## config.mk

```make
export PLATFORM = sky130hd
export DESIGN_NAME = bit_packer
export DESIGN_NICKNAME = d
export VERILOG_FILES = /design/src/rtl/bit_packer.sv
export SDC_FILE = /design/constraint.sdc
export NUM_CORES = 1
export LEC_CHECK = 0
export BUFFER_PORTS_ARGS = -buffer_cell sky130_fd_sc_hd__buf_2
export CORE_MARGIN = 2
export CORE_UTILIZATION = 64
export CTS_BUF_LIST = sky130_fd_sc_hd__clkbuf_4
export DETAILED_ROUTE_END_ITERATION = 16
export PLACE_DENSITY = 0.83
export SLEW_MARGIN = 20
export SYNTH_ARGS = -nofsm -noshare
export SYNTH_HDL_FRONTEND = slang
export SYNTH_SLANG_ARGS = --single-unit
```

## constraint.sdc

```tcl
create_clock -name clk -period 3.3 [get_ports clk]
set_clock_uncertainty 0.1 [all_clocks]
set_input_delay 0.66 -clock clk [delete_from_list [all_inputs] [get_ports clk]]
set_output_delay 0.66 -clock clk [all_outputs]
set_load 0.02 [all_outputs]
```

## src/rtl/bit_packer.sv

```systemverilog
// rtl/bit_packer.sv - packs variable-length fields LSB-first into 32-bit words behind a small output queue
module bit_packer #(
   parameter int DEPTH = 4
) (
   input  logic        clk,
   input  logic        rst,
   input  logic        pushin,
   input  logic [3:0]  lenin,
   input  logic [14:0] datain,
   input  logic        flush,
   output logic        stall,
   output logic [31:0] wordout,
   output logic [5:0]  validbits,
   output logic        wvalid,
   input  logic        wready,
   output logic        flush_done,
   output logic        ovf
);

   localparam int AW = $clog2(DEPTH);

   typedef enum logic [1:0] {ACC, DRAIN, PAD} state_t;

   state_t      state, state_nx;
   logic [63:0] acc, acc_nx;
   logic [6:0]  fill, fill_nx;

   logic [31:0] mem_word [DEPTH];
   logic [5:0]  mem_bits [DEPTH];
   logic [AW-1:0] wptr, rptr;
   logic [AW:0]   count;

   logic        full, pop, enq, enq_full, pad_fire, pad_enq;
   logic [31:0] enq_word, pad_mask;
   logic [5:0]  enq_bits;
   logic [63:0] acc_base;
   logic [6:0]  fill_base;
   logic [14:0] field;
   logic        push_nz, fits, accept, drop;

   assign full     = (count == (AW+1)'(DEPTH));
   assign pop      = wvalid && wready;
   assign enq_full = (fill >= 7'd32) && !full;

   // A full word leaves on the same edge a push lands, so the push targets the shifted accumulator.
   assign acc_base  = enq_full ? {32'd0, acc[63:32]} : acc;
   assign fill_base = enq_full ? (fill - 7'd32) : fill;
   assign field     = datain & ((15'd1 << lenin) - 15'd1);
   assign push_nz   = pushin && (lenin != 4'd0);
   assign fits      = ({1'b0, fill_base} + {4'd0, lenin}) <= 8'd64;
   assign accept    = push_nz && (state == ACC) && fits;
   assign drop      = push_nz && !accept;

   assign pad_mask = (32'd1 << fill[4:0]) - 32'd1;
   assign pad_enq  = pad_fire && (fill != 7'd0);
   assign enq      = enq_full || pad_enq;
   assign enq_word = enq_full ? acc[31:0] : (acc[31:0] & pad_mask);
   assign enq_bits = enq_full ? 6'd32 : {1'b0, fill[4:0]};

   always_comb begin
      acc_nx  = acc_base;
      fill_nx = fill_base;
      if (pad_fire) begin
         acc_nx  = '0;
         fill_nx = '0;
      end else if (accept) begin
         acc_nx  = acc_base | (64'(field) << fill_base);
         fill_nx = fill_base + {3'd0, lenin};
      end
   end

   always_ff @(posedge clk or posedge rst) begin
      if (rst) begin
         state <= ACC;
      end else begin
         state <= state_nx;
      end
   end

   always_comb begin
      state_nx = state;
      case (state)
         ACC:     if (flush) state_nx = DRAIN;
         DRAIN:   if (fill < 7'd32) state_nx = PAD;
         PAD:     if (!full) state_nx = ACC;
         default: state_nx = ACC;
      endcase
   end

   always_comb begin
      pad_fire  = (state == PAD) && !full;
      wvalid    = (count != '0);
      stall     = (count >= (AW+1)'(DEPTH - 2)) || (fill >= 7'd48) || (state != ACC);
      wordout   = wvalid ? mem_word[rptr] : 32'd0;
      validbits = wvalid ? mem_bits[rptr] : 6'd0;
   end

   always_ff @(posedge clk or posedge rst) begin
      if (rst) begin
         acc        <= '0;
         fill       <= '0;
         flush_done <= 1'b0;
         ovf        <= 1'b0;
      end else begin
         acc        <= acc_nx;
         fill       <= fill_nx;
         flush_done <= pad_fire;
         ovf        <= ovf | drop;
      end
   end

   always_ff @(posedge clk or posedge rst) begin
      if (rst) begin
         wptr  <= '0;
         rptr  <= '0;
         count <= '0;
      end else begin
         if (enq) wptr <= wptr + 1'b1;
         if (pop) rptr <= rptr + 1'b1;
         case ({enq, pop})
            2'b10:   count <= count + 1'b1;
            2'b01:   count <= count - 1'b1;
            default: count <= count;
         endcase
      end
   end

   // Storage needs no reset: the count gates everything read from it.
   always_ff @(posedge clk) begin
      if (enq) begin
         mem_word[wptr] <= enq_word;
         mem_bits[wptr] <= enq_bits;
      end
   end

endmodule

```

==> flow_summary.json <==
{
  "status": "finished clean",
  "synth_nets": 1056,
  "seqPwrFrac": 0.325,
  "power.leakage_nw": 5.50,
  "setup_viol": 0,
  "finalCritPeriodShare": 0.958,
  "hold_class": "in2reg",
  "wl_per_cell_um": 22.0,
  "clkTransAtPathRegs_ps": 70,
  "yosys-top-cells-area": "edfxtp_1, dfrtp_1, mux4_2",
  "clockBufferDepth": 3,
  "grt_pass1_wl_um": 50000,
  "tritoncts": "built",
  "synth.distinct_cells": 87,
  "hold_viol": 0,
  "switching_share": 0.427,
  "multi_input_area_um2": 5040,
  "rsz0062_at_grt": "false",
  "overflow": 0,
  "synth_top_area_cell": "edfxtp_1",
  "synth_edf_count": 152,
  "final_nets": 1190,
  "drive_above_1_share": 0.272,
  "p_per_area_nw_per_um2": 1100,
  "place_hpwl_um": 21600,
  "ir_worst_vdd_v": 0.000592,
  "finish.utilization": 0.746,
  "h-tree-depth": 2,
  "crit_fanout": 10,
  "grt_use_total": 0.324,
  "finalWorstPathRequiredPeriod_ps": 3160,
  "final_max_slew_viol_count": 0,
  "numCtsBuffers": 56,
  "required_ps": 2540,
  "power.internal_w": 0.00876,
  "drt-pass1-iter-count": 6,
  "drv_cap": 0,
  "dieArea_um2": 20000,
  "fmax_ghz": 0.316,
  "crit_type": "reg2out",
  "worst_pin_slew_ps": 852,
  "place.port_buffers": 65,
  "drtIter0Drc": 941,
  "yosysTopAreaCellShare": 0.378,
  "register_area_um2": 6620,
  "root_buffer": "clkbuf_4",
  "grt_pass1_vias": 9314,
  "synth_area_um2": 12100,
  "wl_um": 31600,
  "power_frac_comb": 0.519,
  "fin_ws_ps": 139,
  "clock_latency_ps": 700,
  "place_ws_ps": -271,
  "clock-sinks": 234,
  "area_growth_pct": 14.8,
  "p_clk_frac": 0.156,
  "critPathArrivalTime_ps": 2400,
  "core_region_area_um2": 18600,
  "synth_warnings": 0,
  "ant_nets": 0,
  "synthCells": 1017,
  "viasPerCell": 6.51,
  "hold_slack_ps": 138,
  "relSlewSlack": 0.427,
  "num_rows": 50,
  "die_h_um": 141,
  "gp_congestion": 1.02,
  "avgSynthCellArea_um2": 11.9,
  "crit_path_end_kind": "output pin",
  "synth_flop_cell": "edfxtp_1",
  "start_util": 0.650,
  "drcViolationCount": 0,
  "io_pins": 66,
  "ys_seq_area_frac": 0.548,
  "p_switching_w": 0.00652,
  "async_flop_share": 0.350,
  "fillCellCount": 1291,
  "antenna_found_initial": 1,
  "vias": 9337,
  "die_w_um": 141,
  "ys_seq_elements": 234,
  "start_kind": "flop",
  "grt_max_degree": 44,
  "postCtsSetupBuffers": 0
}
what timing repair did:
item | 4_1_cts | 5_1_grt
resized for setup | 0 | 4
hold endpoints to repair | 39 | 0
hold buffers | 1 | 0
endpoints found under the setup margin | 0 | 3
worst max-delay path, stage by stage (launching register included):
cell	delay, ps
dfrtp_2	520
or2_2	340
buf_4	180
nor2_1	280
nand3_1	140
nand4_1	110
buf_2	170
sequential cells by signal (all words and copies together), names as in the netlist:
register,count
rptr,2
count,3
ovf,1
mem_bits,24
flush_done,1
wptr,2
acc,64
fill,7
mem_word,128
state,2
metal layers:
metal | share of wire | global-route usage | wire length, um
met1 | 0.40 | 0.442 | 12500
met2 | 0.48 | 0.512 | 15000
met3 | 0.089 | 0.0648 | 2790
met4 | 0.039 | 0.147 | 1230
met5 | 0 | 0 | 0
cell type report:
class                   count  share of cell area
clock inverters            19             0.00713
clock buffers              87              0.0471
well taps                 234              0.0211
diodes                      1            0.000180
inverters                  27             0.00740
flip-flops and latches    234               0.477
repair buffers            149              0.0757
multi-input cells         683               0.364
through the flow:
| stage | cell area [um2] | power [W] | setup TNS [ps] | cells |
|---|---|---|---|---|
| global route | 13900 | 0.0161 | 0 | 1434 |
| CTS | 13900 | 0.0152 | 0 | 1433 |
| finish | 13900 | 0.0153 | 0 | 1434 |
| floorplan | 12100 | 0.0101 | 0 | 1017 |
| global placement | 13100 | 0.0126 | -7260 | 1326 |
| detailed placement | 13100 | 0.0128 | -9810 | 1326 |
cells in the final DEF (no fill, tap or decap), types with 20 or more instances in the layout:
cell      synthesis  final
a21oi_1          27     27
a31oi_1          20     20
and2_1           52     48
buf_2            12     65
buf_4             1     75
clkbuf_4          0     87
dfrtp_1          82     79
edfxtp_1        152    152
inv_1            23     22
mux2i_1          26     26
mux4_2           40     40
nand2_1          93     93
nand3_1          25     25
nor2_1           71     70
o21ai_0          51     51
o22ai_1          20     20
cells by family (layout without fill, tap and decap cells):
group	Yosys count	in the layout	share of synthesized area
mux	72	72	0.102
fa+ha+maj	15	15	0.0168
flops	234	234	0.548
xor+xnor	11	11	0.00798
buf+inv	100	282	0.0357
compound gates	273	273	0.159
other cells	0	1	0
simple gates	312	312	0.130
power by group through the flow:
| stage | sequential [W] | combinational (W) | clock [W] |
|---|---|---|---|
| 6_report | 0.00497 | 0.00793 | 0.00238 |
| 3_3_place_gp | 0.00494 | 0.00767 | 0 |
| 4_1_cts | 0.00497 | 0.00782 | 0.00242 |
| 5_1_grt | 0.00505 | 0.00850 | 0.00257 |
| 2_1_floorplan | 0.00482 | 0.00530 | 0 |
| 3_5_place_dp | 0.00503 | 0.00780 | 0 |
path summary, 6_finish.rpt:
path / start / to / cells past startpoint / slack, ps
setup / recovery: fill[0] / stall / 6 / 140
hold / removal: flush / state[0] / 3 / 140
setup reg to reg: fill[0] / fill[5] / 10 / 340
hold reg to reg: acc[53] / acc[53] / 2 / 380
max in group asynchronous: rst / fill[0] / 4 / 1840
min in group asynchronous: rst / acc[30] / 3 / 520
synthesized netlist by cell type (4+ instances only):
cell type  instances
clkbuf_1          46
a31oi_1           20
o211ai_1          13
nor3_1            14
ha_1              13
o21ai_0           51
xor2_1             5
nor2_1            71
and2_1            52
mux2i_1           26
o21a_1            18
nand2_1           93
a21oi_1           27
o21ai_1            4
a32oi_1            6
a22oi_1            9
xnor2_1            6
o211a_1            7
a21o_1             5
o22ai_1           20
edfxtp_1         152
a211oi_1           4
nand2b_1           8
mux2_2             5
o31ai_1            6
a22o_1             9
mux4_2            40
or2_2              4
inv_1             23
buf_2             12
a21boi_0          18
buf_1              9
dfrtp_1           82
or3_1              7
nand3_1           25
and3_1             7
o221ai_1           7
o2bb2ai_1          7
buf_6              5
(Power assumes the default switching activity.)
